### src/rtl/tl_pkg.sv
// rtl/tl_pkg.sv - shared traffic-light state encodings and default timer intervals
//
// Used by both the next-state logic and the interval timer so that both
// ends of the TS/TL interface agree on the state encoding.
//   S0..S3      : 2-bit state encodings
//   tl_state_t  : current-state bus type
//   SHORT_T_DEF : default short interval in ticks
//   LONG_T_DEF  : default long interval in ticks
package tl_pkg;

    typedef logic [1:0] tl_state_t;

    localparam tl_state_t S0 = 2'b00;
    localparam tl_state_t S1 = 2'b01;
    localparam tl_state_t S2 = 2'b10;
    localparam tl_state_t S3 = 2'b11;

    localparam int SHORT_T_DEF = 5;
    localparam int LONG_T_DEF  = 25;

endpackage

### src/rtl/tl_interval_timer_if.sv
// rtl/tl_interval_timer_if.sv - controller <-> interval timer signal bundle
//
// Optional macro: TL_TIMER_HOLD_EN adds Hold_i (count freeze).
//   State_i   : controller registered current state (controller -> timer)
//   Restart_i : forced synchronous restart          (controller -> timer)
//   Tick_i    : one-cycle prescaler count enable    (controller -> timer)
//   Hold_i    : freeze counting (only with TL_TIMER_HOLD_EN)
//   TS_o      : short interval elapsed, level        (timer -> controller)
//   TL_o      : long interval elapsed, level         (timer -> controller)
//   Count_o   : current tick count, debug/status     (timer -> controller)
// Modports: master = controller side, slave = timer side.
interface tl_interval_timer_if
    import tl_pkg::*;
#(
    parameter int CNT_W = 8
);

    tl_state_t          State_i;
    logic               Restart_i;
    logic               Tick_i;
`ifdef TL_TIMER_HOLD_EN
    logic               Hold_i;
`endif
    logic               TS_o;
    logic               TL_o;
    logic [CNT_W-1:0]   Count_o;

`ifdef TL_TIMER_HOLD_EN
    modport master (output State_i, Restart_i, Tick_i, Hold_i,
                    input  TS_o, TL_o, Count_o);
    modport slave  (input  State_i, Restart_i, Tick_i, Hold_i,
                    output TS_o, TL_o, Count_o);
`else
    modport master (output State_i, Restart_i, Tick_i,
                    input  TS_o, TL_o, Count_o);
    modport slave  (input  State_i, Restart_i, Tick_i,
                    output TS_o, TL_o, Count_o);
`endif

endinterface

### src/rtl/tl_interval_timer.sv
// rtl/tl_interval_timer.sv - TS/TL interval timer restarted on every controller state change
//
// Optional macro: TL_TIMER_HOLD_EN (Hold_i freezes the tick counter).
// Ports:
//   Clk_i  : system clock, rising edge
//   nRst_i : asynchronous active-low reset
//   bus    : tl_interval_timer_if.slave (State_i, Restart_i, Tick_i,
//            [Hold_i], TS_o, TL_o, Count_o)
// Parameters:
//   CNT_W   : counter width
//   SHORT_T : ticks until TS_o asserts (1 <= SHORT_T < LONG_T)
//   LONG_T  : ticks until TL_o asserts (LONG_T <= 2^CNT_W - 1)
module tl_interval_timer
    import tl_pkg::*;
#(
    parameter int CNT_W   = 8,
    parameter int SHORT_T = SHORT_T_DEF,
    parameter int LONG_T  = LONG_T_DEF
) (
    input  logic                    Clk_i,
    input  logic                    nRst_i,
    tl_interval_timer_if.slave      bus
);

    localparam logic [CNT_W-1:0] SHORT_C = CNT_W'(SHORT_T);
    localparam logic [CNT_W-1:0] LONG_C  = CNT_W'(LONG_T);

    tl_state_t          PrevState_r;
    logic [CNT_W-1:0]   Count_r;
    logic               restart;
    logic               count_en;

    // A state change or a forced restart both mean "new phase starts now";
    // the two together are still just one restart.
    assign restart = (bus.State_i != PrevState_r) | bus.Restart_i;

`ifdef TL_TIMER_HOLD_EN
    assign count_en = bus.Tick_i & ~bus.Hold_i;
`else
    assign count_en = bus.Tick_i;
`endif

    always_ff @(posedge Clk_i or negedge nRst_i) begin
        if (!nRst_i) begin
            PrevState_r <= S0;
            Count_r     <= '0;
        end else begin
            PrevState_r <= bus.State_i;
            if (restart) begin
                Count_r <= '0;
            end else if (count_en && (Count_r < LONG_C)) begin
                Count_r <= Count_r + 1'b1;
            end
        end
    end

    // Flags are masked in the first cycle of a new phase so stale elapsed
    // flags from the previous phase cannot make the controller skip a state.
    assign bus.TS_o    = (Count_r >= SHORT_C) & ~restart;
    assign bus.TL_o    = (Count_r >= LONG_C)  & ~restart;
    assign bus.Count_o = Count_r;

endmodule

### src/flat_wrapper.sv
// flat-port wrapper written by rule: the top's interface ports become plain ports
module tl_interval_timer_flat import tl_pkg::*;
#(
    parameter int CNT_W   = 8,
    parameter int SHORT_T = SHORT_T_DEF,
    parameter int LONG_T  = LONG_T_DEF
)
  (Clk_i, nRst_i, bus_State_i, bus_Restart_i, bus_Tick_i, bus_TS_o, bus_TL_o, bus_Count_o);
  tl_interval_timer_if #(.CNT_W(CNT_W)) bus_i ();
  input  logic Clk_i;
  input  logic nRst_i;
  input wire logic [$bits(bus_i.State_i)-1:0] bus_State_i;
  input wire logic [$bits(bus_i.Restart_i)-1:0] bus_Restart_i;
  input wire logic [$bits(bus_i.Tick_i)-1:0] bus_Tick_i;
  output wire logic [$bits(bus_i.TS_o)-1:0] bus_TS_o;
  output wire logic [$bits(bus_i.TL_o)-1:0] bus_TL_o;
  output wire logic [$bits(bus_i.Count_o)-1:0] bus_Count_o;
  assign bus_i.State_i = bus_State_i;
  assign bus_i.Restart_i = bus_Restart_i;
  assign bus_i.Tick_i = bus_Tick_i;
  assign bus_TS_o = bus_i.TS_o;
  assign bus_TL_o = bus_i.TL_o;
  assign bus_Count_o = bus_i.Count_o;
  tl_interval_timer #(.CNT_W(CNT_W), .SHORT_T(SHORT_T), .LONG_T(LONG_T)) u_core (.Clk_i(Clk_i), .nRst_i(nRst_i), .bus(bus_i));
endmodule
### config.mk
export PLATFORM = sky130hd
export DESIGN_NAME = tl_interval_timer_flat
export DESIGN_NICKNAME = d
export VERILOG_FILES = /design/src/rtl/tl_pkg.sv /design/src/rtl/tl_interval_timer_if.sv /design/src/rtl/tl_interval_timer.sv /design/src/flat_wrapper.sv
export SDC_FILE = /design/constraint.sdc
export NUM_CORES = 1
export LEC_CHECK = 0
export BUFFER_PORTS_ARGS = -buffer_cell sky130_fd_sc_hd__buf_2
export CORE_AREA = 4 4 41 43
export DETAILED_ROUTE_END_ITERATION = 16
export DIE_AREA = 0 0 45 47
export GPL_TIMING_DRIVEN = 1
export MAX_ROUTING_LAYER = met4
export PLACE_DENSITY_LB_ADDON = 0.1
export SYNTH_ARGS = -nofsm -noshare
export SYNTH_HDL_FRONTEND = slang
export SYNTH_SLANG_ARGS = --single-unit
export TNS_END_PERCENT = 30
### constraint.sdc
create_clock -name Clk_i -period 3.35 [get_ports Clk_i]
set_input_delay 0.67 -clock Clk_i [delete_from_list [all_inputs] [get_ports Clk_i]]
set_output_delay 0.67 -clock Clk_i [all_outputs]
set_load 0.005 [all_outputs]
==> results.toml, run 1 <==
[run_status]
status = "finished, final reports clean"

[die]
dieHeight_um = 47
row_count = 13
dieWidth_um = 45
ios = 16
core_area_um2 = 1300
dieArea_um2 = 2120
initial_core_util_pct = 39.3

[setup_path]
crit_slowest_cell = "or3_1"
cp_common_cell = "buf_2"
worstPathCellList = "buf_2 -> xor2_1 -> or3_1 -> a31oi_1 -> buf_2"
max_stage_delay_ns = 0.49
worstPathMaxFanout = 10
cp-start-kind = "primary input"
rr_worst_depth = 6
cp-end-kind = "primary output"
critPathKind = "in2out"
arrival_ns = 1.71
r2r-end = "u_core.bus.Count_o[1]"
r2r-start = "u_core.bus.Count_o[0]"
rrSetupSlack_ns = 1.89
critical_path_required_ns = 2.68

[sta]
rsz0062_at_grt = "no"
drv_slew = 0
hold_violations = 0
relSlewSlack_pct = 80.0
fin_hold_ws_ns = 0.251
setup_violations = 0
fin_crit_ns = 2.38
setup_tns_ns = 0
fin_crit_sh_pct = 71.0
tightestPinTransition_ns = 0.300
fin_worst_skew_ns = 0.00160
fmax_mhz = 420

[logic_synthesis]
synth.area.top_cells = "dfrtp_1, ha_1, nor2_1"
synth.distinct_cells = 22
avgSynthCellArea_um2 = 10.2
syn_nets = 59
netlist_area_um2 = 512
yosysWarnings = 0
yosys.area.top_type = "dfrtp_1"
ys_seq_elements = 10
synth_top_area_share_pct = 48.9
syn_inst = 50
ys_seq_area_share_pct = 48.9

[layout]
syn2layout_area_growth_pct = 24.4
drive_gt1_share_pct = 30.9
num_antenna_cells = 0
multiInputGateArea_um2 = 238
nets = 78
filler_cell_count = 135
mostFrequentLayoutCells = "buf_2, dfrtp_1, nor2_1"
layout.cells.most_common = "buf_2"
ff_latch_area_um2 = 250

[placement]
port_buffers = 15
gp_congestion = 0.740
hpwlAfterDp_um = 776

[clocking]
cts_made_buffers = 3
clk_path_buf_depth = 2
root_buffer = "clkbuf_4"
htreeDepth = 1
clk_pin_slew_worst_paths_ns = 0.07
cts_hold_buf = 0
cts_tree = "yes"
cts_sinks = 10
post_cts_resized = 0
post-cts-setup-buffers = 0
clock_latency_ns = 0.26

[route]
final_antenna_net_count = 0
first_pass_iters = 3
routedWlPerCell_um = 11.6
wl_um = 965
num_vias = 409
drc_errors = 0
viasPerCell = 4.93
dr.first_iter.drc_count = 2

[power_and_ir_drop]
power_density_nw_per_um2 = 391
power_leakage_nw = 0.327
peakVddDrop_mv = 0.289

[global_route]
grt.total_usage_pct = 11.6
antenna_found_initial = 0
grt_pass1_vias = 382
globalRoute.totalOverflow = 0
grt_pass1_wl_um = 1670
grt_max_degree = 11

[flow_run]
max_cap_viol_count = 0

[worst_hold_path]
hold_path.class = "in2async"
power by group:
part | internal (W) | switching [W]
clock | 0.0000660 | 0.0000426
sequential | 0.000122 | 0.00000125
combinational | 0.00000767 | 0.00000921
total | 0.000196 | 0.0000531
cell usage after synthesis (all sizes together):
cell type and instances:
a31oi 2, and3 1, nor2b 2, and2 1, buf 1, or3 1
a311oi 2, dfrtp 10, o21ai 1, or2 1, xor2 2, xnor2 1
ha 3, mux2i 1, nor4b 1, nor2 7, nand2b 1, a21oi 3
inv 5, nand2 2, nor3 1, o21bai 1
metrics by stage:
step / area, µm² / cells / total power, W / utilization [%] / setup WS [ns]
after CTS: 637 / 83 / 0.000254 / 48.9 / 0.955
final: 637 / 83 / 0.000249 / 48.9 / 0.971
after global routing: 637 / 83 / 0.000267 / 48.9 / 0.905
after global placement: 601 / 79 / 0.000144 / 46.2 / 0.960
after detailed placement: 601 / 79 / 0.000144 / 46.2 / 0.951
after floorplan: 512 / 50 / 0.000136 / - / 1.23
how the worst max path moves through the flow:
stage                               from       end  slack [ns]  depth (start not counted)
final                     bus_State_i[1]  bus_TS_o        0.97                          5
after global routing      bus_State_i[1]  bus_TS_o        0.91                          5
after CTS                 bus_State_i[1]  bus_TS_o        0.95                          5
after detailed placement  bus_State_i[1]  bus_TS_o        0.95                          5
after global placement    bus_State_i[1]  bus_TS_o        0.96                          5
after floorplan           bus_State_i[1]  bus_TS_o        1.23                          4
logic make-up (layout without fill, tap and decap cells):
family,after synthesis,count (layout),share of synthesized area [%]
muxes,1,1,1.96
AOI/OAI and AO/OA,9,9,11.2
DFF,10,10,48.9
buffers and inverters,6,24,4.64
xor gates and xnor gates,3,3,5.14
adders and majority gates,3,3,7.34
and+or+nand+nor,18,18,20.8
worst max-delay path: cells and delay by family:
kind	cells	cell delay [ns]
AO/OA/AOI/OAI	1	0.18
XOR/XNOR	1	0.13
buffers and inverters	2	0.24
AND/OR/NAND/NOR	1	0.49
per-layer routing:
metal | vias up | track usage (%) | routed length [µm]
met5 | - | - | 0
met4 | 0 | 3.51 | 0
met3 | 0 | 5.75 | 97
met2 | 15 | 17.5 | 455
met1 | 189 | 13.6 | 412
li1 | 205 | - | -
state kept, by name, summed over array words and instances, names as in the netlist:
| register | flops |
|---|---|
| u_core.bus.Count_o | 8 |
| u_core.PrevState_r | 2 |
cell type report:
| type | instances | share of cell area (%) |
|---|---|---|
| Timing Repair Buffer | 15 | 11.8 |
| Tap cell | 15 | 2.95 |
| Clock buffer | 4 | 5.70 |
| Inverter | 5 | 2.95 |
| Sequential cell | 10 | 39.3 |
| Multi-Input combinational cell | 34 | 37.3 |
Power figures use the tool's default switching activity.
==> run 2, diff against run 1 <==
- ABC_AREA: not set -> 1
- CORE_AREA: 4 4 41 43 -> not set
- CORE_MARGIN: not set -> 4
- CORE_UTILIZATION: not set -> 44
- DIE_AREA: 0 0 45 47 -> not set
- clock period: 3.35 -> 2.1 ns (I/O delays scaled with it)
==> results.toml, run 2 <==
[run_status]
status = "finished, final reports clean"

[placement]
dp_slack_ns = 0.315
port_buffers = 15
placed_area_um2 = 684
dpl.cell_count = 108
gp_congestion = 0.837
hpwlAfterDp_um = 927

[clocking]
cts_made_buffers = 3
cts_tree = "yes"
cts_sinks = 10
post_cts_resized = 0
clk_path_buf_depth = 2
htreeDepth = 1
clock_latency_ns = 0.26
post-cts-setup-buffers = 0
root_buffer = "clkbuf_4"
cts_hold_buf = 0
clk_pin_slew_worst_paths_ns = 0.06

[sta]
layout_setup_ws_ns = 0.199
hold_violations = 0
setup_violations = 0
relSlewSlack_pct = 70.2
rsz0062_at_grt = "no"
tightestPinTransition_ns = 0.446
fin_hold_ws_ns = 0.0102
drv_slew = 0
fin_crit_sh_pct = 90.5
fin_crit_ns = 1.90
fmax_mhz = 526
fin_worst_skew_ns = 0.00323
setup_tns_ns = 0

[global_route]
grt_pass1_vias = 445
grt_pass1_wl_um = 1940
grt.total_usage_pct = 13.7
antenna_found_initial = 0
grt_max_degree = 14
globalRoute.totalOverflow = 0

[route]
num_vias = 549
wl_um = 1170
routedWlPerCell_um = 10.5
viasPerCell = 4.95
dr.first_iter.drc_count = 8
first_pass_iters = 5
drc_errors = 0
final_antenna_net_count = 0

[power_and_ir_drop]
seq_power_share_pct = 56.0
switching_share_pct = 23.1
power_density_nw_per_um2 = 501
peakVddDrop_mv = 0.296
p_sw_w = 0.0000819
power_leakage_nw = 0.442
combPwrFrac_pct = 8.5
intPower_w = 0.000272
pwr-share-clk_pct = 35.6

[logic_synthesis]
syn_inst = 80
netlist_area_um2 = 609
ys_seq_elements = 10
synth_ff_type = "dfrtp_1"
synth.distinct_cells = 20
netlist_top_cells_count = "nand2_1, inv_1, nand3_1, dfrtp_1, nor2_1"
yosysWarnings = 0
synth.area.top_cells = "dfrtp_1, nand3_1, nand2_1"
yosys.area.top_type = "dfrtp_1"
ys_seq_area_share_pct = 41.1
synth-edff-count = 0
postSynth.asyncResetShare_pct = 100
syn_nets = 89
synth_top_area_share_pct = 41.1
avgSynthCellArea_um2 = 7.62
yosysMostFrequentCell = "nand2_1"

[die]
ios = 16
row_count = 13
dieArea_um2 = 2040
core_area_um2 = 1300
dieWidth_um = 45.2
initial_core_util_pct = 46.8
dieHeight_um = 45.2

[layout]
fin_cells = 111
num_antenna_cells = 0
stdcell_area_um2 = 707
layout.cells.most_common = "nand2_1"
filler_cell_count = 139
syn2layout_area_growth_pct = 16.0
largest_register_ffs = 8
nets = 107
drive_gt1_share_pct = 26.0
mostFrequentLayoutCells = "nand2_1, inv_1, buf_2"

[setup_path]
critical_path_required_ns = 1.68
cp-end-kind = "primary output"
worstPathMaxFanout = 7
arrival_ns = 1.48
critPathKind = "reg2out"
cp-start-kind = "register"

[worst_hold_path]
hold_path.class = "in2async"

[flow_run]
max_cap_viol_count = 0
-- run 2: cell types whose count changed after synthesis, sizes merged, moves of 2 or more --
cell,previous run,this run
nor2b,2,0
a21oi,3,1
nand2,2,19
nand3,0,14
inv,5,17
a311oi,2,0
a31oi,2,0
-- run 2: power by group through the flow --
| stage | registers [W] | logic [W] | clock network, W |
|---|---|---|---|
| finish | 0.000198 | 0.0000300 | 0.000126 |
| CTS | 0.000198 | 0.0000307 | 0.000130 |
| detailed placement | 0.000202 | 0.0000307 | 0 |
| floorplan | 0.000202 | 0.0000188 | 0 |
| global placement | 0.000202 | 0.0000299 | 0 |
| global route | 0.000199 | 0.0000344 | 0.000136 |
-- run 2: kinds of logic after synthesis --
kind of cell | synth area share [%]
simple gates | 34.9
xor+xnor | 1.44
compound gates | 2.87
flops | 41.1
fa+ha+maj | 6.16
buf+inv | 13.6
-- run 2: metrics by stage --
stage	power, W	utilization (%)
final	0.000354	54.3
after global placement	0.000232	52.6
after global routing	0.000369	54.3
after CTS	0.000359	54.3
after detailed placement	0.000232	52.6
after floorplan	0.000220	-
-- run 2: critical path: stages, from the launching register on --
cell and delay (ns):
dfrtp_1 0.45, inv_1 0.10, ha_1 0.16, nand2_1 0.06, nand2_2 0.09, nand2_2 0.08, o21ai_1 0.13, inv_1 0.04
buf_2 0.11
-- run 2: final cells by class --
| type | instances | area, µm² | area share [%] |
|---|---|---|---|
| clock buffer | 3 | 22.5 | 3.19 |
| inverter | 17 | 63.8 | 9.03 |
| multi-input combinational | 51 | 277 | 39.1 |
| sequential | 10 | 250 | 35.4 |
| tap | 15 | 18.8 | 2.65 |
| timing repair buffer | 15 | 75.1 | 10.6 |
-- run 2: final timing paths --
check	slack (ns)	to	from	cells past startpoint
hold / removal	0.01	u_core.bus.Count_o[5]	nRst_i	1
hold reg to reg	0.52	u_core.bus.Count_o[6]	u_core.bus.Count_o[6]	2
setup / recovery	0.20	bus_TL_o	u_core.bus.Count_o[0]	8
min in group Clk_i	0.29	u_core.PrevState_r[1]	bus_State_i[1]	1
max in group asynchronous	1.90	u_core.bus.Count_o[0]	nRst_i	1
setup reg to reg	0.78	u_core.bus.Count_o[7]	u_core.bus.Count_o[0]	7
-- run 2: routing by layer --
metal | wire length (µm) | share of wire [%] | vias to the layer above | global-route usage (%)
li1 | - | - | 278 | -
met1 | 538 | 46 | 251 | 17.3
met3 | 81 | 6.9 | 2 | 3.59
met4 | 10 | 0.86 | 0 | 7.02
met5 | 0 | 0 | - | -
met2 | 536 | 46 | 18 | 20.1
==> run 3, diff against run 2 <==
- CORE_ASPECT_RATIO: not set -> 1.2
- CORE_UTILIZATION: 44 -> 38
==> results.toml, run 3 (synthesis gave the netlist of run 2 again) <==
[sta]
hold_violations = 6
relSlewSlack_pct = 82.2
fin_worst_skew_ns = 0.00300
fin_crit_sh_pct = 90.7
setup_violations = 0
tightestPinTransition_ns = 0.267
rsz0062_at_grt = "no"
drv_slew = 0
fmax_mhz = 525
setup_tns_ns = 0
fin_hold_ws_ns = -0.00170
fin_crit_ns = 1.91

[route]
num_vias = 537
wl_um = 1280
routedWlPerCell_um = 11.1
final_antenna_net_count = 0
dr.first_iter.drc_count = 3
viasPerCell = 4.67
first_pass_iters = 3
drc_errors = 0

[power_and_ir_drop]
p_sw_w = 0.0000930
peakVddDrop_mv = 0.320
power_leakage_nw = 0.454
power_density_nw_per_um2 = 556
combPwrFrac_pct = 8.1
intPower_w = 0.000313
finalPower_w = 0.000406
switching_share_pct = 22.9
seq_power_share_pct = 48.8
pwr-share-clk_pct = 43.1

[layout]
fin_cells = 115
finalCoreUtilization_pct = 49.3
nets = 108
num_antenna_cells = 0
multiInputGateArea_um2 = 277
filler_cell_count = 161
mostFrequentLayoutCells = "nand2_1, inv_1, buf_2"
ff_latch_area_um2 = 250
layout.cells.most_common = "nand2_1"
drive_gt1_share_pct = 27.6
syn2layout_area_growth_pct = 19.9
largest_register_ffs = 8

[setup_path]
cp-end-kind = "primary output"
critical_path_required_ns = 1.68
critPathKind = "reg2out"
arrival_ns = 1.49
worstPathMaxFanout = 7
cp-start-kind = "register"

[die]
dieWidth_um = 44.6
ios = 16
dieArea_um2 = 2310
initial_core_util_pct = 41.1
dieHeight_um = 51.9
core_area_um2 = 1480
row_count = 15

[global_route]
globalRoute.totalOverflow = 0
antenna_found_initial = 0
grt_pass1_vias = 573
grt.total_usage_pct = 13.6
grt_pass1_wl_um = 2280
grt_max_degree = 12

[clocking]
cts_sinks = 10
cts_made_buffers = 3
clk_pin_slew_worst_paths_ns = 0.07
htreeDepth = 1
post_cts_resized = 0
clock_latency_ns = 0.27
cts_tree = "yes"
cts_hold_buf = 0
clk_path_buf_depth = 2
post-cts-setup-buffers = 0
root_buffer = "clkbuf_4"

[placement]
port_buffers = 15
hpwlAfterDp_um = 1040
gp_congestion = 0.837
dpl.cell_count = 111

[run_status]
status = "complete, but fails checks"
violations = "negative hold slack"

[flow_run]
max_cap_viol_count = 0

[worst_hold_path]
hold_path.class = "in2async"
==> run 3: worst max-delay path, cell delays in order (launching register included) <==
cell and delay (ns):
dfrtp_1 0.44, inv_1 0.10, ha_1 0.16, nand2_1 0.06, nand2_2 0.08, nand2_2 0.08, o21ai_1 0.13, inv_1 0.04
buf_2 0.12
==> run 3: final cells by class <==
type	count	share of cell area, %
Inverter	17	8.73
Tap cell	17	2.91
Timing Repair Buffer	16	11.3
Sequential cell	10	34.2
Multi-Input combinational cell	51	37.8
Clock buffer	4	4.97
==> run 3: metal layers <==
| metal | GRT usage, % | wire (µm) | vias to the layer above |
|---|---|---|---|
| li1 | - | - | 278 |
| met4 | 6.03 | 29 | 0 |
| met1 | 15.5 | 569 | 241 |
| met2 | 22.7 | 629 | 13 |
| met3 | 2.42 | 52 | 5 |
| met5 | - | 0 | - |
==> run 3: through the flow <==
stage	setup WS (ns)	cell area, µm²
global route	0.0516	731
detailed placement	0.467	694
CTS	0.181	731
floorplan	0.634	609
global placement	0.512	694
finish	0.194	731
==> run 3: final timing paths <==
kind                                       start                    end  slack (ns)  depth (start not counted)
setup reg to reg           u_core.bus.Count_o[0]  u_core.bus.Count_o[6]        0.78                          7
setup / recovery           u_core.bus.Count_o[0]               bus_TL_o        0.19                          8
hold / removal                            nRst_i  u_core.bus.Count_o[1]      -0.002                          1
max in group asynchronous                 nRst_i  u_core.PrevState_r[1]        1.91                          1
min in group Clk_i                bus_State_i[1]  u_core.PrevState_r[1]        0.28                          1
hold reg to reg            u_core.bus.Count_o[6]  u_core.bus.Count_o[6]        0.53                          2
==> run 3: power groups by stage <==
stage / Sequential (W) / Clock [W] / Combinational, W
6_report: 0.000198 / 0.000175 / 0.0000330
5_1_grt: 0.000198 / 0.000189 / 0.0000381
4_1_cts: 0.000198 / 0.000178 / 0.0000343
3_5_place_dp: 0.000202 / 0 / 0.0000342
3_3_place_gp: 0.000202 / 0 / 0.0000336
2_1_floorplan: 0.000202 / 0 / 0.0000188
